[config.mk]
export PLATFORM = sky130hd
export DESIGN_NAME = uart_bcd_parser_flat
export DESIGN_NICKNAME = d
export VERILOG_FILES = /design/src/rtl/uart_bcd_parser_if.sv /design/src/rtl/uart_bcd_parser.sv /design/src/flat_wrapper.sv
export SDC_FILE = /design/constraint.sdc
export NUM_CORES = 1
export LEC_CHECK = 0
export BUFFER_PORTS_ARGS = -buffer_cell sky130_fd_sc_hd__buf_2
export CAP_MARGIN = 20
export CORE_AREA = 2 2 108 136
export DETAILED_ROUTE_END_ITERATION = 7
export DIE_AREA = 0 0 110 138
export SLEW_MARGIN = 20
export SYNTH_ARGS = -nofsm -noshare
export SYNTH_HDL_FRONTEND = slang
export SYNTH_SLANG_ARGS = --single-unit
[constraint.sdc]
create_clock -name clk -period 4.2 [get_ports clk]
set_input_delay 0.21 -clock clk [delete_from_list [all_inputs] [get_ports clk]]
set_output_delay 0.21 -clock clk [all_outputs]
set_load 0.01 [all_outputs]
[src/rtl/uart_bcd_parser_if.sv]
// UART-side byte stream for the BCD command parser: received bytes in,
// transmit strobes out, transmitter busy back.
interface uart_bcd_parser_if;
  logic       rx_ready;
  logic [7:0] rx_data;
  logic       tx_busy;
  logic       tx_start;
  logic [7:0] tx_data;

  // master = UART / environment side, slave = parser
  modport master (
    output rx_ready, rx_data, tx_busy,
    input  tx_start, tx_data
  );

  modport slave (
    input  rx_ready, rx_data, tx_busy,
    output tx_start, tx_data
  );
endinterface

[src/rtl/uart_bcd_parser.sv]
// Assembles ASCII decimal digits into packed BCD, commits on CR/LF, and
// echoes accepted bytes plus K/? acknowledgements through a small TX FIFO.
module uart_bcd_parser #(
  parameter int DIGITS     = 6,
  parameter int FIFO_DEPTH = 4
) (
  input  logic                  clk,
  input  logic                  rst,
  uart_bcd_parser_if.slave      bus,
  output logic [4*DIGITS-1:0]   bcd_out,
  output logic                  bcd_valid,
  output logic                  err,
  output logic                  tx_drop
);
  localparam int W  = 4 * DIGITS;
  localparam int CW = $clog2(DIGITS + 1);
  localparam int AW = $clog2(FIFO_DEPTH);
  localparam logic [CW-1:0] DIG_MAX  = CW'(DIGITS);
  localparam logic [AW:0]   FULL_CNT = (AW+1)'(FIFO_DEPTH);

  typedef enum logic {T_IDLE, T_WAIT} tx_state_e;

  // line assembly state
  logic [W-1:0]  work_q, work_d;
  logic [CW-1:0] count_q, count_d;
  logic          bad_q, bad_d;
  logic [W-1:0]  bcd_q, bcd_d;
  logic          bcd_valid_q, bcd_valid_d;
  logic          err_q, err_d;
  logic          push;
  logic [7:0]    push_byte;
  logic          is_digit;

  // echo FIFO
  logic [7:0]    mem_q [FIFO_DEPTH];
  logic [AW-1:0] wr_q, rd_q;
  logic [AW:0]   cnt_q;
  logic          full, empty, pop, wr_en;
  logic          tx_drop_q;

  // transmit issue
  tx_state_e     tx_state_q;
  logic          first_q;
  logic          tx_start_q;
  logic [7:0]    tx_data_q;

  assign is_digit = (bus.rx_data >= 8'h30) && (bus.rx_data <= 8'h39);

  always_comb begin
    work_d      = work_q;
    count_d     = count_q;
    bad_d       = bad_q;
    bcd_d       = bcd_q;
    bcd_valid_d = 1'b0;
    err_d       = 1'b0;
    push        = 1'b0;
    push_byte   = 8'h00;
    if (bus.rx_ready) begin
      if (is_digit) begin
        if (count_q < DIG_MAX && !bad_q) begin
          work_d    = (work_q << 4) | W'(bus.rx_data[3:0]);
          count_d   = count_q + CW'(1);
          push      = 1'b1;
          push_byte = bus.rx_data;
        end else begin
          bad_d = 1'b1;
        end
      end else begin
        case (bus.rx_data)
          8'h08: if (count_q != '0) begin
            work_d    = work_q >> 4;
            count_d   = count_q - CW'(1);
            push      = 1'b1;
            push_byte = 8'h08;
          end
          8'h1B: begin
            work_d  = '0;
            count_d = '0;
            bad_d   = 1'b0;
          end
          8'h0D, 8'h0A: begin
            // an empty clean line is silent so CR LF yields one response
            if (bad_q) begin
              err_d     = 1'b1;
              push      = 1'b1;
              push_byte = 8'h3F;
            end else if (count_q != '0) begin
              bcd_d       = work_q;
              bcd_valid_d = 1'b1;
              push        = 1'b1;
              push_byte   = 8'h4B;
            end
            work_d  = '0;
            count_d = '0;
            bad_d   = 1'b0;
          end
          default: bad_d = 1'b1;
        endcase
      end
    end
  end

  always_ff @(posedge clk or negedge rst) begin
    if (!rst) begin
      work_q      <= '0;
      count_q     <= '0;
      bad_q       <= 1'b0;
      bcd_q       <= '0;
      bcd_valid_q <= 1'b0;
      err_q       <= 1'b0;
    end else begin
      work_q      <= work_d;
      count_q     <= count_d;
      bad_q       <= bad_d;
      bcd_q       <= bcd_d;
      bcd_valid_q <= bcd_valid_d;
      err_q       <= err_d;
    end
  end

  assign full  = (cnt_q == FULL_CNT);
  assign empty = (cnt_q == '0);
  assign pop   = (tx_state_q == T_IDLE) && !empty && !bus.tx_busy;
  // a pop in the same cycle frees the slot a full FIFO needs
  assign wr_en = push && (!full || pop);

  always_ff @(posedge clk) begin
    if (wr_en) mem_q[wr_q] <= push_byte;
  end

  always_ff @(posedge clk or negedge rst) begin
    if (!rst) begin
      wr_q      <= '0;
      rd_q      <= '0;
      cnt_q     <= '0;
      tx_drop_q <= 1'b0;
    end else begin
      if (wr_en) wr_q <= wr_q + AW'(1);
      if (pop)   rd_q <= rd_q + AW'(1);
      case ({wr_en, pop})
        2'b10:   cnt_q <= cnt_q + (AW+1)'(1);
        2'b01:   cnt_q <= cnt_q - (AW+1)'(1);
        default: cnt_q <= cnt_q;
      endcase
      if (push && full && !pop) tx_drop_q <= 1'b1;
    end
  end

  // T_WAIT ignores tx_busy for one cycle: the transmitter raises it late
  always_ff @(posedge clk or negedge rst) begin
    if (!rst) begin
      tx_state_q <= T_IDLE;
      first_q    <= 1'b0;
      tx_start_q <= 1'b0;
      tx_data_q  <= 8'h00;
    end else begin
      tx_start_q <= 1'b0;
      case (tx_state_q)
        T_IDLE: if (pop) begin
          tx_data_q  <= mem_q[rd_q];
          tx_start_q <= 1'b1;
          first_q    <= 1'b1;
          tx_state_q <= T_WAIT;
        end
        T_WAIT: begin
          if (first_q)           first_q    <= 1'b0;
          else if (!bus.tx_busy) tx_state_q <= T_IDLE;
        end
        default: tx_state_q <= T_IDLE;
      endcase
    end
  end

  assign bus.tx_start = tx_start_q;
  assign bus.tx_data  = tx_data_q;
  assign bcd_out      = bcd_q;
  assign bcd_valid    = bcd_valid_q;
  assign err          = err_q;
  assign tx_drop      = tx_drop_q;
endmodule

[src/flat_wrapper.sv]
// flat-port wrapper written by rule: the top's interface ports become plain ports
module uart_bcd_parser_flat 
#(
  parameter int DIGITS     = 6,
  parameter int FIFO_DEPTH = 4
)
  (clk, rst, bcd_out, bcd_valid, err, tx_drop, bus_rx_ready, bus_rx_data, bus_tx_busy, bus_tx_start, bus_tx_data);
  uart_bcd_parser_if bus_i ();
  input  logic clk;
  input  logic rst;
  output logic [4*DIGITS-1:0] bcd_out;
  output logic bcd_valid;
  output logic err;
  output logic tx_drop;
  input wire logic [$bits(bus_i.rx_ready)-1:0] bus_rx_ready;
  input wire logic [$bits(bus_i.rx_data)-1:0] bus_rx_data;
  input wire logic [$bits(bus_i.tx_busy)-1:0] bus_tx_busy;
  output wire logic [$bits(bus_i.tx_start)-1:0] bus_tx_start;
  output wire logic [$bits(bus_i.tx_data)-1:0] bus_tx_data;
  assign bus_i.rx_ready = bus_rx_ready;
  assign bus_i.rx_data = bus_rx_data;
  assign bus_i.tx_busy = bus_tx_busy;
  assign bus_tx_start = bus_i.tx_start;
  assign bus_tx_data = bus_i.tx_data;
  uart_bcd_parser #(.DIGITS(DIGITS), .FIFO_DEPTH(FIFO_DEPTH)) u_core (.clk(clk), .rst(rst), .bus(bus_i), .bcd_out(bcd_out), .bcd_valid(bcd_valid), .err(err), .tx_drop(tx_drop));
endmodule
### After elaboration in Yosys (flattened, before gate mapping)

Memory sizes are Yosys's and may differ from the RTL's. A register that Yosys moved wholly into a read port is not among the register bits.
Index checks and enable logic that the tools add are counted.

| storage, ports and cells | value |
|---|---|
| bits in registers | 65 |
| bits in latches | 0 |
| bits in writable memories | 32 |
| bits in read-only memories | 0 |
| input port bits | 12 |
| output and inout port bits | 36 |
| memories | 1 |

| cells by class | value |
|---|---|
| add/sub/neg operators | 6 |
| $mul | 0 |
| divide/modulo/power cells | 0 |
| $lt $le $gt $ge | 3 |
| equal/unequal tests | 12 |
| shift operators | 0 |
| mux-type cells | 42 |
| bitwise operators | 4 |
| reduce and logical (&&, ||, !) cells | 24 |

Memory list:

| name | depth | bits a word | read ports | clocked after memory_dff | wr ports | line | RTL |
|---|---|---|---|---|---|---|---|
| u_core.mem_q | 4 | 8 | 1 | 1 | 1 | uart_bcd_parser.sv:35 | `logic [7:0] mem_q [FIFO_DEPTH];` |

Operators with widths:

| cell | count |
|---|---|
| $mux 24 | 3 |
| $pmux 24 s2 | 1 |
| $mux 8 | 4 |
| $eq 8x4->1 const B | 3 |
| $or 24x4->24 | 1 |
| $mux 1 | 22 |
| $pmux 8 s2 | 1 |
| $pmux 3 s2 | 2 |
| $mux 3 | 3 |
| $eq 8x5->1 const B | 1 |
| $ge 8x6->1 const B | 1 |
| $le 8x6->1 const B | 1 |
| $pmux 1 s2 | 4 |
| $logic_and 1x1->1 | 7 |
| $mux 7 | 1 |
| $add 3x1->3 const B | 2 |
| $logic_not 1->1 | 6 |
| $reduce_bool 3->1 | 2 |
| $sub 3x1->3 const B | 2 |
| $reduce_and 5->1 | 1 |
| $add 2x1->2 const B | 2 |
| $mux 4 | 1 |
| $ne 2x1->1 const B | 2 |
| $ne 2x2->1 const B | 2 |
| other kinds (14) | 16 |

### Depth between registers and ports, before layout

Gate-level depths: netlist (run 1).

| logic depth | value |
|---|---|
| depth after elaboration | 9 |
| depth in mapped cells | 11 |

### Worst setup path before layout (run 1)

Ideal clock, no wire load.

| timing path | value |
|---|---|
| path kind | reg-to-reg |
| start point | register u_core.count_q[1] |
| end point | register u_core.cnt_q[2] |
| setup time | 123 ps |
| arrival | 2372 ps |
| required time | 4077 ps |
| path slack | 1705 ps |
| cell stages (with the launch flop) | 12 |
| path buffers | 0 |
| period minus slack after synthesis | 2495 ps |
| cell sequence | dfrtp_1 inv_1 ha_1 ha_1 a21boi_1 o32a_1 o2bb2ai_2 nor2_1 fa_1 nand2b_1 a2bb2oi_1 xnor2_1 |

| between the ends | value |
|---|---|
| word-level cells in the longest chain between the ends | 9 |

RTL lines:

| element | line | RTL |
|---|---|---|
| start, declared | uart_bcd_parser.sv:25 | `logic [CW-1:0] count_q, count_d;` |
| start signal, assigned | uart_bcd_parser.sv:113 | `count_q <= count_d;` |
| $reduce_bool 3->1 | uart_bcd_parser.sv:70, uart_bcd_parser.sv:87 |  |
| $mux 1 | uart_bcd_parser.sv:70, uart_bcd_parser.sv:87 |  |
| $mux 1 | uart_bcd_parser.sv:83 | `if (bad_q) begin` |
| $pmux 1 s2 | uart_bcd_parser.sv:69 | `case (bus.rx_data)` |
| $mux 1 (*) | uart_bcd_parser.sv:59 | `if (is_digit) begin` |
| $mux 1 (*) | uart_bcd_parser.sv:58 | `if (bus.rx_ready) begin` |
| $logic_and 1x1->1 (*) | uart_bcd_parser.sv:125 | `assign wr_en = push && (!full \|\| pop);` |
| $eq 2x1->1 / $eq 2x2->1 (equally long branches) | uart_bcd_parser.sv:140 | `case ({wr_en, pop})` |
| $pmux 3 s2 / $reduce_bool 2->1 (equally long branches) | - |  |
| end signal, assigned | uart_bcd_parser.sv:141 | `2'b10: cnt_q <= cnt_q + (AW+1)'(1);` |
| end signal, assigned | uart_bcd_parser.sv:142 | `2'b01: cnt_q <= cnt_q - (AW+1)'(1);` |
| end signal, assigned | uart_bcd_parser.sv:143 | `default: cnt_q <= cnt_q;` |
| end, declared | uart_bcd_parser.sv:37 | `logic [AW:0] cnt_q;` |

Every way passes the cells marked *; elsewhere a longest branch is shown, timed or not.
A chain may end at the register's enable or synchronous reset.

### Worst setup path after layout (run 1)

| timing path | value |
|---|---|
| start point | register u_core.count_q[0] |
| end point | register u_core.work_q[5] |

| between the ends | value |
|---|---|
| word-level cells in the longest chain between the ends | 4 |

RTL lines:

| element | line | RTL |
|---|---|---|
| $lt 3x3->1 | uart_bcd_parser.sv:60 | `if (count_q < DIG_MAX && !bad_q) begin` |
| $logic_and 1x1->1 | uart_bcd_parser.sv:60 |  |
| $ne 2x2->1 (no source line) | - |  |
| $reduce_and 4->1 (no source line) (*) | - |  |
| end signal, assigned | uart_bcd_parser.sv:112 | `work_q <= work_d;` |
| end, declared | uart_bcd_parser.sv:24 | `logic [W-1:0] work_q, work_d;` |

Marks and branches as above.

==> flow_results.xml, run 1 <==
<?xml version="1.0" encoding="UTF-8"?>
<metrics>
  <group name="status">
    <metric name="run_status" unit="">finished with violations</metric>
    <metric name="violated_checks" unit="">hold timing</metric>
  </group>
  <group name="critical_path">
    <metric name="worst-path-buf-inv" unit="">2</metric>
    <metric name="timing_worst_setup_path_type" unit="">reg2reg</metric>
    <metric name="cpPeakStageDelay" unit="ps">590</metric>
    <metric name="critical_path.top_delay_family" unit="">compound AO/OA/AOI/OAI gates</metric>
    <metric name="timing.critical_path.fanout_max" unit="">14</metric>
    <metric name="cp-start-kind" unit="">flop</metric>
    <metric name="crit_path_end_kind" unit="">flop</metric>
    <metric name="critical-path-slowest-cell" unit="">sky130_fd_sc_hd__o21a_1</metric>
    <metric name="critPathArrivalTime" unit="ps">3070</metric>
    <metric name="cell_mode_on_critical_path" unit="">sky130_fd_sc_hd__ha_1</metric>
    <metric name="worst-endpoint-required" unit="ps">4420</metric>
    <metric name="path_cells" unit="">inv_1 -&gt; ha_1 -&gt; ha_1 -&gt; o31ai_1 -&gt; o21a_1 -&gt; buf_4 -&gt; mux2_2</metric>
  </group>
  <group name="clocking">
    <metric name="number_of_gates_resized_after_cts" unit="">0</metric>
    <metric name="cts_htree_levels" unit="">3</metric>
    <metric name="cts_tree" unit="">done</metric>
    <metric name="worst_setup_hold_path_clk_slew" unit="ps">80</metric>
    <metric name="post_cts_hold_buffer_count" unit="">0</metric>
    <metric name="worstSkewPairLatency" unit="ps">340</metric>
    <metric name="cts_buffers" unit="">9</metric>
    <metric name="ctsLongestPathBuffers" unit="">2</metric>
    <metric name="root_buffer_master" unit="">sky130_fd_sc_hd__clkbuf_16</metric>
    <metric name="postCtsSetupRepairBufs" unit="">0</metric>
    <metric name="cts.sink_count" unit="">105</metric>
  </group>
  <group name="placed_design">
    <metric name="port_buffers" unit="">47</metric>
    <metric name="post_dp_hpwl" unit="um">6400</metric>
    <metric name="place.gp.congestion" unit="">0.799</metric>
    <metric name="post-place-ws" unit="ps">1390</metric>
  </group>
  <group name="detailed_routing">
    <metric name="via_count" unit="">2926</metric>
    <metric name="initial_drt_markers" unit="">138</metric>
    <metric name="first_pass_iters" unit="">4</metric>
    <metric name="post-route-drc-count" unit="">0</metric>
    <metric name="finalWirelength" unit="um">9250</metric>
    <metric name="post_drt_antenna_nets" unit="">0</metric>
    <metric name="vias_per_cell" unit="">4.89</metric>
    <metric name="routed_wire_length_per_instance" unit="um">15.5</metric>
  </group>
  <group name="die">
    <metric name="num_rows" unit="">49</metric>
    <metric name="start_util" unit="%">34.1</metric>
    <metric name="die-area" unit="um^2">15200</metric>
    <metric name="floorplan.core_area" unit="um^2">14000</metric>
    <metric name="die_height" unit="um">138</metric>
    <metric name="design.portCount" unit="">48</metric>
    <metric name="width_of_the_die" unit="um">110</metric>
  </group>
  <group name="sta">
    <metric name="final_critical_path_setup_slack" unit="ps">1350</metric>
    <metric name="holdWs" unit="ps">-3.76</metric>
    <metric name="tightest_slew" unit="ps">930</metric>
    <metric name="grt_setup_unrepaired" unit="">false</metric>
    <metric name="final.setup_skew" unit="ps">7.68</metric>
    <metric name="relSlewSlack" unit="%">38.0</metric>
    <metric name="clock.fmax" unit="MHz">351</metric>
    <metric name="finalSetupTns" unit="ps">0</metric>
    <metric name="post-route-min-period" unit="ps">2850</metric>
    <metric name="period_share" unit="%">67.9</metric>
    <metric name="timing_max_transition_violations_final" unit="">0</metric>
    <metric name="finalHoldViolations" unit="">5</metric>
    <metric name="final-setup-viol-count" unit="">0</metric>
  </group>
  <group name="logic_synthesis">
    <metric name="mean_cell_area_of_the_mapped_netlist" unit="um^2">13.0</metric>
    <metric name="synth_commonest_cells" unit="">73 x sky130_fd_sc_hd__dfrtp_1, 63 x sky130_fd_sc_hd__nand2_1, 32 x sky130_fd_sc_hd__edfxtp_1, 21 x sky130_fd_sc_hd__o21ai_0, 18 x sky130_fd_sc_hd__mux2_4</metric>
    <metric name="synthDistinctLibCells" unit="">55</metric>
    <metric name="synth.largest_area_cell" unit="">sky130_fd_sc_hd__dfrtp_1</metric>
    <metric name="synth.area.top_cells" unit="">sky130_fd_sc_hd__dfrtp_1 38%, sky130_fd_sc_hd__edfxtp_1 20%, sky130_fd_sc_hd__mux2_4 5.6%</metric>
    <metric name="synth_top_cell_area_share" unit="%">38.1</metric>
    <metric name="yosys.cell_count.top_type" unit="">sky130_fd_sc_hd__dfrtp_1</metric>
    <metric name="synthCells" unit="">368</metric>
    <metric name="ys_seq_elements" unit="">105</metric>
    <metric name="synthFlopType" unit="">sky130_fd_sc_hd__dfrtp_1</metric>
    <metric name="ys.warnings.count" unit="">0</metric>
    <metric name="ys_seq_area_share" unit="%">58.2</metric>
    <metric name="asyncSetResetFlopFracSynth" unit="%">69.5</metric>
    <metric name="edff_count_synth" unit="">32</metric>
    <metric name="post_synth_instance_area" unit="um^2">4790</metric>
  </group>
  <group name="final_layout">
    <metric name="num-fill-cells" unit="">1334</metric>
    <metric name="area_growth_syn_to_layout" unit="%">14.7</metric>
    <metric name="final_nets" unit="">435</metric>
    <metric name="antenna_cells" unit="">0</metric>
    <metric name="drive_above_1_share" unit="%">28.6</metric>
  </group>
  <group name="power_and_ir_drop">
    <metric name="max-vdd-ir-drop" unit="V">0.000247</metric>
    <metric name="power_density" unit="nW/um^2">498</metric>
    <metric name="power_leakage" unit="nW">2.56</metric>
  </group>
  <group name="global_route">
    <metric name="first_global_vias" unit="">3057</metric>
    <metric name="grt_pass1_wl" unit="um">15700</metric>
    <metric name="antenna_violations_before_repair" unit="">0</metric>
    <metric name="grt_remaining_overflow" unit="">0</metric>
    <metric name="grt_start_max_net_pins" unit="">74</metric>
    <metric name="grtUsageTotal" unit="%">13.0</metric>
  </group>
  <group name="worst_hold_path">
    <metric name="worstHoldPathType" unit="">in2async</metric>
  </group>
  <group name="job">
    <metric name="cap_viol_max_count" unit="">0</metric>
  </group>
</metrics>
-- per-stage QoR --
step / cell area [um^2] / power [W] / instances / util (%)
after detailed placement: 5190 / 0.00191 / 582 / 36.9
after global routing: 5500 / 0.00292 / 598 / 39.2
after global placement: 5190 / 0.00188 / 582 / 36.9
after CTS: 5500 / 0.00278 / 598 / 39.2
final: 5500 / 0.00274 / 598 / 39.2
after floorplan: 4800 / 0.00173 / 371 / -
-- cells in the final DEF, fill, tap and decap left out, drive strengths merged, types with 8 or more instances in the layout --
cell,netlist,final
buf,9,51
dfrtp,73,73
mux2,45,45
edfxtp,32,32
inv,14,17
nor2,10,10
mux4,8,8
nand2,63,63
o21ai,25,25
clkbuf,9,9
-- final cells by class --
| class | instances | area (um^2) | share of cell area (%) |
|---|---|---|---|
| clock inverter | 7 | 85.1 | 1.55 |
| sequential | 105 | 2790 | 50.7 |
| timing repair buffer | 51 | 268 | 4.87 |
| clock buffer | 9 | 225 | 4.10 |
| tap | 178 | 223 | 4.05 |
| multi-input combinational | 234 | 1860 | 33.8 |
| inverter | 14 | 52.6 | 0.956 |
-- cells by family after synthesis --
kind of cell | after synthesis | synth area share, %
other | 1 | 0.0783
flip-flops | 105 | 58.2
adder cells (fa/ha/maj) | 8 | 2.25
AND/OR/NAND/NOR | 103 | 10.5
XOR/XNOR | 6 | 1.10
multiplexers | 54 | 16.0
AO/OA/AOI/OAI | 59 | 8.59
buffers and inverters | 32 | 3.32
-- final timing paths --
check | start | cells past startpoint | slack [ps] | end
hold / removal | rst | 1 | -4 | u_core.bus.tx_start$_DFF_PN0_
hold reg to reg | u_core.tx_drop$_DFFE_PN0P_ | 1 | 460 | u_core.tx_drop$_DFFE_PN0P_
max in group asynchronous | rst | 1 | 3580 | u_core.count_q[0]$_DFFE_PN0P_
setup reg to reg | u_core.count_q[0]$_DFFE_PN0P_ | 7 | 1350 | u_core.work_q[5]$_DFFE_PN0P_
setup / recovery | u_core.count_q[0]$_DFFE_PN0P_ | 7 | 1350 | u_core.work_q[5]$_DFFE_PN0P_
min in group clk | bus_tx_busy | 3 | 130 | u_core.tx_state_q$_DFF_PN0_
-- state kept, by name, indices dropped and copies added, names as in the netlist --
signal,cells
u_core.wr_q,2
u_core.tx_drop,1
u_core.rd_q,2
u_core.bus.tx_start,1
u_core.work_q,24
u_core.mem_q,32
u_core.first_q,1
u_core.bcd_valid,1
u_core.tx_state_q,1
u_core.err,1
u_core.bcd_out,24
u_core.bus.tx_data,8
u_core.bad_q,1
u_core.cnt_q,3
u_core.count_q,3
-- layer usage --
metal | up-vias | share of wire, % | global-route usage (%)
li1 | 1395 | - | -
met1 | 1486 | 45 | 16.9
met2 | 40 | 52 | 22.4
met3 | 5 | 2.5 | 2.31
met4 | 0 | 0.53 | 2.60
met5 | - | 0 | 0
-- power by group --
| part | total (W) | switching (W) | internal (W) |
|---|---|---|---|
| logic | 0.000508 | 0.000252 | 0.000256 |
| clock network | 0.000862 | 0.000388 | 0.000474 |
| registers | 0.00137 | 0.000161 | 0.00121 |
| total | 0.00274 | 0.000801 | 0.00193 |
(Power assumes the default switching activity.)
==> inputs of run 2 (changes only) <==
- clock period: 4.2 -> 2.5 ns (I/O delays scaled with it)
==> run 2 against run 1 <==
  * The flow now finishes without violations
  * Design area increased by 2.8%
  * Power increased by 66%
  * Clock skew about the same
  * Core utilization increased by 1.1 points
  * Register-to-register slack got worse by 1200 ps
  * Sequential power increased by 68%
  * Clock-buffer cell count increased by 2
  * Setup slack got worse by 1200 ps
  * Combinational power increased by 89%
  * Final cell count increased by 3.0%
  * Critical path type unchanged
  * Critical endpoint is now u_core.cnt_q[1]$_DFFE_PN0P_
  * Largest power group unchanged
  * Highest routed layer unchanged
==> flow_results.xml, run 2 (same netlist as run 1, synthesis figures left out) <==
<?xml version="1.0" encoding="UTF-8"?>
<metrics>
  <group name="sta">
    <metric name="period_share" unit="%">95.7</metric>
    <metric name="finalHoldViolations" unit="">0</metric>
    <metric name="clock.fmax" unit="MHz">418</metric>
    <metric name="final.setup_skew" unit="ps">8.10</metric>
    <metric name="post-route-min-period" unit="ps">2390</metric>
    <metric name="timing_max_transition_violations_final" unit="">0</metric>
    <metric name="final_critical_path_setup_slack" unit="ps">107</metric>
    <metric name="tightest_slew" unit="ps">945</metric>
    <metric name="holdWs" unit="ps">77.8</metric>
    <metric name="final-setup-viol-count" unit="">0</metric>
    <metric name="grt_setup_unrepaired" unit="">false</metric>
    <metric name="relSlewSlack" unit="%">37.0</metric>
  </group>
  <group name="critical_path">
    <metric name="r2r_slack" unit="ps">110</metric>
    <metric name="r2r.worst_path.cells" unit="">10</metric>
    <metric name="timing_worst_setup_path_type" unit="">reg2reg</metric>
    <metric name="worst_r2r_endpoint" unit="">u_core.cnt_q[1]$_DFFE_PN0P_</metric>
    <metric name="critPathArrivalTime" unit="ps">2620</metric>
    <metric name="worst-endpoint-required" unit="ps">2720</metric>
    <metric name="crit_path_end_kind" unit="">flop</metric>
    <metric name="rr_startpoint" unit="">u_core.count_q[1]$_DFFE_PN0P_</metric>
    <metric name="timing.critical_path.fanout_max" unit="">4</metric>
    <metric name="cp-start-kind" unit="">flop</metric>
  </group>
  <group name="worst_hold_path">
    <metric name="worstHoldPathType" unit="">in2reg</metric>
    <metric name="timing.hold.worst_endpoint" unit="">u_core.tx_state_q$_DFF_PN0_</metric>
    <metric name="min_delay_path_depth" unit="">3</metric>
    <metric name="worstHoldStart" unit="">bus_tx_busy</metric>
  </group>
  <group name="final_layout">
    <metric name="largest_register_ffs" unit="">32</metric>
    <metric name="layout.cells.most_common_list" unit="">73 x sky130_fd_sc_hd__dfrtp_1, 63 x sky130_fd_sc_hd__nand2_1, 46 x sky130_fd_sc_hd__buf_2, 32 x sky130_fd_sc_hd__edfxtp_1</metric>
    <metric name="antenna_cells" unit="">0</metric>
    <metric name="drive_above_1_share" unit="%">32.9</metric>
    <metric name="final_nets" unit="">453</metric>
    <metric name="max_flop_register" unit="">u_core.mem_q</metric>
    <metric name="num-fill-cells" unit="">1352</metric>
    <metric name="area_growth_syn_to_layout" unit="%">17.9</metric>
    <metric name="mostFrequentLayoutCell" unit="">sky130_fd_sc_hd__dfrtp_1</metric>
  </group>
  <group name="global_route">
    <metric name="grt_start_max_net_pins" unit="">74</metric>
    <metric name="antenna_violations_before_repair" unit="">0</metric>
    <metric name="grt_pass1_wl" unit="um">16400</metric>
    <metric name="grtUsageTotal" unit="%">13.8</metric>
    <metric name="grt_remaining_overflow" unit="">0</metric>
    <metric name="first_global_vias" unit="">3174</metric>
  </group>
  <group name="power_and_ir_drop">
    <metric name="power_density" unit="nW/um^2">806</metric>
    <metric name="internal-power" unit="W">0.00320</metric>
    <metric name="power.share.clock" unit="%">28.5</metric>
    <metric name="max-vdd-ir-drop" unit="V">0.000340</metric>
    <metric name="combinationalPowerShare" unit="%">21.1</metric>
    <metric name="power_leakage" unit="nW">2.64</metric>
    <metric name="p_switching" unit="W">0.00135</metric>
    <metric name="power_frac_seq" unit="%">50.4</metric>
    <metric name="p_sw_share" unit="%">29.7</metric>
  </group>
  <group name="detailed_routing">
    <metric name="post_drt_antenna_nets" unit="">0</metric>
    <metric name="finalWirelength" unit="um">9630</metric>
    <metric name="via_count" unit="">3010</metric>
    <metric name="routed_wire_length_per_instance" unit="um">15.6</metric>
    <metric name="vias_per_cell" unit="">4.89</metric>
    <metric name="first_pass_iters" unit="">4</metric>
    <metric name="post-route-drc-count" unit="">0</metric>
    <metric name="initial_drt_markers" unit="">129</metric>
  </group>
  <group name="placed_design">
    <metric name="port_buffers" unit="">47</metric>
    <metric name="place.gp.congestion" unit="">0.765</metric>
    <metric name="post-place-ws" unit="ps">-29.6</metric>
    <metric name="post_dp_hpwl" unit="um">6810</metric>
  </group>
  <group name="die">
    <metric name="num_rows" unit="">49</metric>
    <metric name="die-area" unit="um^2">15200</metric>
    <metric name="start_util" unit="%">34.1</metric>
    <metric name="design.portCount" unit="">48</metric>
    <metric name="floorplan.core_area" unit="um^2">14000</metric>
    <metric name="die_height" unit="um">138</metric>
    <metric name="width_of_the_die" unit="um">110</metric>
  </group>
  <group name="clocking">
    <metric name="root_buffer_master" unit="">sky130_fd_sc_hd__clkbuf_16</metric>
    <metric name="ctsLongestPathBuffers" unit="">2</metric>
    <metric name="cts_tree" unit="">done</metric>
    <metric name="worst_setup_hold_path_clk_slew" unit="ps">70</metric>
    <metric name="worstSkewPairLatency" unit="ps">340</metric>
    <metric name="cts_htree_levels" unit="">3</metric>
    <metric name="cts_buffers" unit="">9</metric>
    <metric name="cts.sink_count" unit="">105</metric>
  </group>
  <group name="status">
    <metric name="run_status" unit="">finished clean</metric>
  </group>
  <group name="job">
    <metric name="cap_viol_max_count" unit="">0</metric>
  </group>
</metrics>
run 2: cell count changes in the layout (fill, tap and decap cells not counted), moves of 2 or more:
cell                       previous run  this run
sky130_fd_sc_hd__and2_1               6         4
sky130_fd_sc_hd__and2_2               0         2
sky130_fd_sc_hd__buf_4                5        21
sky130_fd_sc_hd__clkbuf_1             0         2
sky130_fd_sc_hd__inv_8                2         0
run 2: final cells by class:
cell class / count / area (um^2) / share of cell area, %
clock inverter: 5 / 40.0 / 0.709
sequential: 105 / 2790 / 49.3
tap: 178 / 223 / 3.94
multi-input combinational: 234 / 1900 / 33.6
inverter: 14 / 52.6 / 0.930
clock buffer: 11 / 233 / 4.12
timing repair buffer: 69 / 418 / 7.40
run 2: worst max-delay path by stage:
stage,start,depth (start not counted),to
final,u_core.count_q[1]$_DFFE_PN0P_,10,u_core.cnt_q[1]$_DFFE_PN0P_
after global routing,u_core.count_q[0]$_DFFE_PN0P_,10,u_core.cnt_q[1]$_DFFE_PN0P_
after CTS,u_core.count_q[0]$_DFFE_PN0P_,11,u_core.cnt_q[2]$_DFFE_PN0P_
after detailed placement,u_core.count_q[0]$_DFFE_PN0P_,11,u_core.cnt_q[2]$_DFFE_PN0P_
after global placement,u_core.count_q[0]$_DFFE_PN0P_,11,u_core.cnt_q[2]$_DFFE_PN0P_
after floorplan,u_core.count_q[1]$_DFFE_PN0P_,11,u_core.cnt_q[2]$_DFFE_PN0P_
run 2: power groups by stage:
stage | clock [W] | sequential, W | combinational [W]
after global routing | 0.00141 | 0.00234 | 0.00108
after global placement | 0 | 0.00231 | 0.000862
after floorplan | 0 | 0.00224 | 0.000663
after detailed placement | 0 | 0.00233 | 0.000903
after CTS | 0.00134 | 0.00230 | 0.000916
final | 0.00130 | 0.00230 | 0.000959
run 2: routing by layer:
layer  GRT usage, %  wire, um
met1           17.7      4170
met3           3.25       349
met2           22.5      4940
met5              0         0
met4           4.66       173
run 2: critical path, stage by stage, from the launching register on:
cell                        delay, ps
sky130_fd_sc_hd__dfrtp_1          370
sky130_fd_sc_hd__inv_1             60
sky130_fd_sc_hd__ha_1             180
sky130_fd_sc_hd__ha_2             190
sky130_fd_sc_hd__a21boi_1         130
sky130_fd_sc_hd__o32a_1           330
sky130_fd_sc_hd__o2bb2ai_2        190
sky130_fd_sc_hd__buf_4            130
sky130_fd_sc_hd__buf_4            130
sky130_fd_sc_hd__mux2i_4          250
sky130_fd_sc_hd__mux2_4           320
run 2: timing repair:
| action | in CTS | in global routing |
|---|---|---|
| pin swaps | 2 | 4 |
| setup buffers | 1 | 1 |
| endpoints found under the hold margin | 73 | 0 |
| endpoints found under the setup margin | 1 | 26 |
| hold buffers | 1 | 0 |
| resized for setup | 4 | 6 |
run 2: metrics by stage:
step / util [%] / setup TNS (ps) / cell area, um^2 / instances / total power, W
after floorplan: - / 0 / 4800 / 371 / 0.00291
after global placement: 37.8 / 0 / 5310 / 597 / 0.00317
after detailed placement: 37.8 / -29.6 / 5310 / 597 / 0.00323
after CTS: 40.0 / 0 / 5620 / 615 / 0.00455
after global routing: 40.2 / 0 / 5650 / 616 / 0.00484
final: 40.2 / 0 / 5650 / 616 / 0.00455
==> inputs of run 3 (changes only) <==
==> constraint.sdc (replaced) <==
create_clock -name clk -period 2.5 [get_ports clk]
set_input_delay 0.25 -clock clk [delete_from_list [all_inputs] [get_ports clk]]
set_output_delay 0.25 -clock clk [all_outputs]
set_load 0.01 [all_outputs]
==> run 3 against run 2 <==
  * Global-route usage is 0.058 points higher
  * Core utilization is 0.33 points higher
  * Clock-buffer cell count is 1 higher
  * Fmax is 0.31% lower
  * First-iteration DRC count is 8.5% lower
==> flow_results.xml, run 3 (same netlist as run 1, synthesis figures left out) <==
<?xml version="1.0" encoding="UTF-8"?>
<metrics>
  <group name="final_layout">
    <metric name="drive_above_1_share" unit="%">32.5</metric>
    <metric name="postLayoutCellArea" unit="um^2">5700</metric>
    <metric name="largest_register_ffs" unit="">32</metric>
    <metric name="max_flop_register" unit="">u_core.mem_q</metric>
    <metric name="area_growth_syn_to_layout" unit="%">18.9</metric>
    <metric name="antenna_cells" unit="">0</metric>
    <metric name="post_route_core_utilization" unit="%">40.6</metric>
    <metric name="layout.cells.most_common_list" unit="">73 x sky130_fd_sc_hd__dfrtp_1, 63 x sky130_fd_sc_hd__nand2_1, 46 x sky130_fd_sc_hd__buf_2, 32 x sky130_fd_sc_hd__edfxtp_1, 21 x sky130_fd_sc_hd__o21ai_0</metric>
    <metric name="num-fill-cells" unit="">1318</metric>
    <metric name="mostFrequentLayoutCell" unit="">sky130_fd_sc_hd__dfrtp_1</metric>
    <metric name="final_nets" unit="">453</metric>
  </group>
  <group name="sta">
    <metric name="grt_setup_unrepaired" unit="">false</metric>
    <metric name="timing_max_transition_violations_final" unit="">0</metric>
    <metric name="final-setup-viol-count" unit="">0</metric>
    <metric name="post-route-min-period" unit="ps">2400</metric>
    <metric name="period_share" unit="%">96.0</metric>
    <metric name="tightest_slew" unit="ps">549</metric>
    <metric name="final.setup_skew" unit="ps">5.87</metric>
    <metric name="finalSetupTns" unit="ps">0</metric>
    <metric name="finalHoldViolations" unit="">0</metric>
    <metric name="clock.fmax" unit="MHz">417</metric>
    <metric name="holdWs" unit="ps">179</metric>
    <metric name="relSlewSlack" unit="%">63.4</metric>
  </group>
  <group name="detailed_routing">
    <metric name="first_pass_iters" unit="">4</metric>
    <metric name="routed_wire_length_per_instance" unit="um">16.0</metric>
    <metric name="post_drt_antenna_nets" unit="">0</metric>
    <metric name="finalWirelength" unit="um">9850</metric>
    <metric name="via_count" unit="">2984</metric>
    <metric name="post-route-drc-count" unit="">0</metric>
    <metric name="initial_drt_markers" unit="">118</metric>
    <metric name="vias_per_cell" unit="">4.85</metric>
  </group>
  <group name="worst_hold_path">
    <metric name="worstHoldPathType" unit="">in2reg</metric>
    <metric name="min_delay_path_depth" unit="">3</metric>
    <metric name="timing.hold.worst_endpoint" unit="">u_core.tx_state_q$_DFF_PN0_</metric>
    <metric name="worstHoldStart" unit="">bus_tx_busy</metric>
  </group>
  <group name="die">
    <metric name="design.portCount" unit="">48</metric>
    <metric name="width_of_the_die" unit="um">110</metric>
    <metric name="die_height" unit="um">138</metric>
    <metric name="die-area" unit="um^2">15200</metric>
    <metric name="floorplan.core_area" unit="um^2">14000</metric>
    <metric name="num_rows" unit="">49</metric>
    <metric name="start_util" unit="%">34.1</metric>
  </group>
  <group name="placed_design">
    <metric name="port_buffers" unit="">47</metric>
    <metric name="place.gp.congestion" unit="">0.792</metric>
    <metric name="post_dp_hpwl" unit="um">6980</metric>
    <metric name="post_dp_cell_area" unit="um^2">5350</metric>
  </group>
  <group name="critical_path">
    <metric name="worst_r2r_endpoint" unit="">u_core.mem_q[2][0]$_DFFE_PP_</metric>
    <metric name="cp-start-kind" unit="">flop</metric>
    <metric name="rr_startpoint" unit="">u_core.count_q[0]$_DFFE_PN0P_</metric>
    <metric name="timing.critical_path.fanout_max" unit="">8</metric>
    <metric name="worst-endpoint-required" unit="ps">2510</metric>
    <metric name="crit_path_end_kind" unit="">flop</metric>
    <metric name="critPathArrivalTime" unit="ps">2410</metric>
    <metric name="timing_worst_setup_path_type" unit="">reg2reg</metric>
    <metric name="r2r_slack" unit="ps">100</metric>
    <metric name="r2r.worst_path.cells" unit="">7</metric>
  </group>
  <group name="power_and_ir_drop">
    <metric name="p_switching" unit="W">0.00133</metric>
    <metric name="power_leakage" unit="nW">2.66</metric>
    <metric name="combinationalPowerShare" unit="%">21.2</metric>
    <metric name="power_frac_seq" unit="%">49.5</metric>
    <metric name="internal-power" unit="W">0.00330</metric>
    <metric name="max-vdd-ir-drop" unit="V">0.000414</metric>
    <metric name="total_power" unit="W">0.00463</metric>
    <metric name="p_sw_share" unit="%">28.7</metric>
    <metric name="power_density" unit="nW/um^2">812</metric>
    <metric name="power.share.clock" unit="%">29.3</metric>
  </group>
  <group name="clocking">
    <metric name="root_buffer_master" unit="">sky130_fd_sc_hd__clkbuf_16</metric>
    <metric name="cts_tree" unit="">done</metric>
    <metric name="cts_htree_levels" unit="">3</metric>
    <metric name="ctsLongestPathBuffers" unit="">2</metric>
    <metric name="worst_setup_hold_path_clk_slew" unit="ps">60</metric>
    <metric name="cts_buffers" unit="">9</metric>
    <metric name="worstSkewPairLatency" unit="ps">340</metric>
    <metric name="cts.sink_count" unit="">105</metric>
  </group>
  <group name="global_route">
    <metric name="antenna_violations_before_repair" unit="">0</metric>
    <metric name="grt_remaining_overflow" unit="">0</metric>
    <metric name="first_global_vias" unit="">3132</metric>
    <metric name="grtUsageTotal" unit="%">13.8</metric>
    <metric name="grt_start_max_net_pins" unit="">50</metric>
    <metric name="grt_pass1_wl" unit="um">16300</metric>
  </group>
  <group name="job">
    <metric name="cap_viol_max_count" unit="">0</metric>
  </group>
  <group name="status">
    <metric name="run_status" unit="">finished clean</metric>
  </group>
</metrics>
## run 3: changes by cell type in the layout (fill, tap and decap cells not counted), sizes merged
cell      change
bufinv        +1
clkbuf        +1
clkinvlp      -2
inv           -1
## run 3: worst max path at each step
| stage | start | cells after the start | endpoint | slack (ps) |
|---|---|---|---|---|
| 2_1_floorplan | u_core.count_q[1]$_DFFE_PN0P_ | 11 | u_core.cnt_q[2]$_DFFE_PN0P_ | 5 |
| 3_3_place_gp | u_core.count_q[0]$_DFFE_PN0P_ | 11 | u_core.cnt_q[2]$_DFFE_PN0P_ | 70 |
| 3_5_place_dp | u_core.count_q[0]$_DFFE_PN0P_ | 11 | u_core.cnt_q[2]$_DFFE_PN0P_ | -5 |
| 4_1_cts | u_core.count_q[0]$_DFFE_PN0P_ | 10 | u_core.cnt_q[1]$_DFFE_PN0P_ | -2 |
| 5_1_grt | u_core.count_q[0]$_DFFE_PN0P_ | 11 | u_core.cnt_q[2]$_DFFE_PN0P_ | 7 |
| 6_report | u_core.count_q[0]$_DFFE_PN0P_ | 7 | u_core.mem_q[2][0]$_DFFE_PP_ | 100 |
## run 3: through the flow
| step | setup WS (ps) | std cells |
|---|---|---|
| after floorplan | 5.00 | 371 |
| after global routing | 7.34 | 615 |
| after global placement | 70.8 | 598 |
| after CTS | -2.44 | 615 |
| final | 99.2 | 615 |
| after detailed placement | -5.10 | 598 |
## run 3: layout make-up
class | count | area (um^2) | share of cell area [%]
clock buffer | 12 | 236 | 4.15
clock inverter | 3 | 42.5 | 0.747
inverter | 14 | 52.6 | 0.922
multi-input combinational | 234 | 1910 | 33.5
sequential | 105 | 2790 | 48.9
tap | 178 | 223 | 3.91
timing repair buffer | 69 | 447 | 7.84
## run 3: critical path: stages, from the launching register on
cell                       delay (ps)
sky130_fd_sc_hd__dfrtp_1          360
sky130_fd_sc_hd__inv_2             50
sky130_fd_sc_hd__ha_1             190
sky130_fd_sc_hd__ha_2             180
sky130_fd_sc_hd__a21boi_1         120
sky130_fd_sc_hd__o32a_1           360
sky130_fd_sc_hd__o32ai_2          400
sky130_fd_sc_hd__and2_1           400
## run 3: repair_timing
action                     4_1_cts  5_1_grt
pin swaps                        3        5
hold buffers                     1        0
hold endpoints to repair        24        0
setup endpoints to repair        1       18
setup buffers                    1        0
cloned                           0        0
resized for setup                4        8
## run 3: power groups by stage
stage	registers, W	clock network, W	logic [W]
final	0.00229	0.00136	0.000980
after global routing	0.00234	0.00145	0.00111
after detailed placement	0.00233	0	0.000923
after floorplan	0.00224	0	0.000663
after CTS	0.00230	0.00139	0.000940
after global placement	0.00231	0	0.000874
## run 3: layer usage
| metal | vias to the layer above | GRT usage, % | wire, um |
|---|---|---|---|
| li1 | 1436 | - | - |
| met1 | 1490 | 17.7 | 4290 |
| met2 | 48 | 23.2 | 5140 |
| met3 | 10 | 3.02 | 306 |
| met4 | 0 | 4.06 | 115 |
| met5 | - | 0 | 0 |
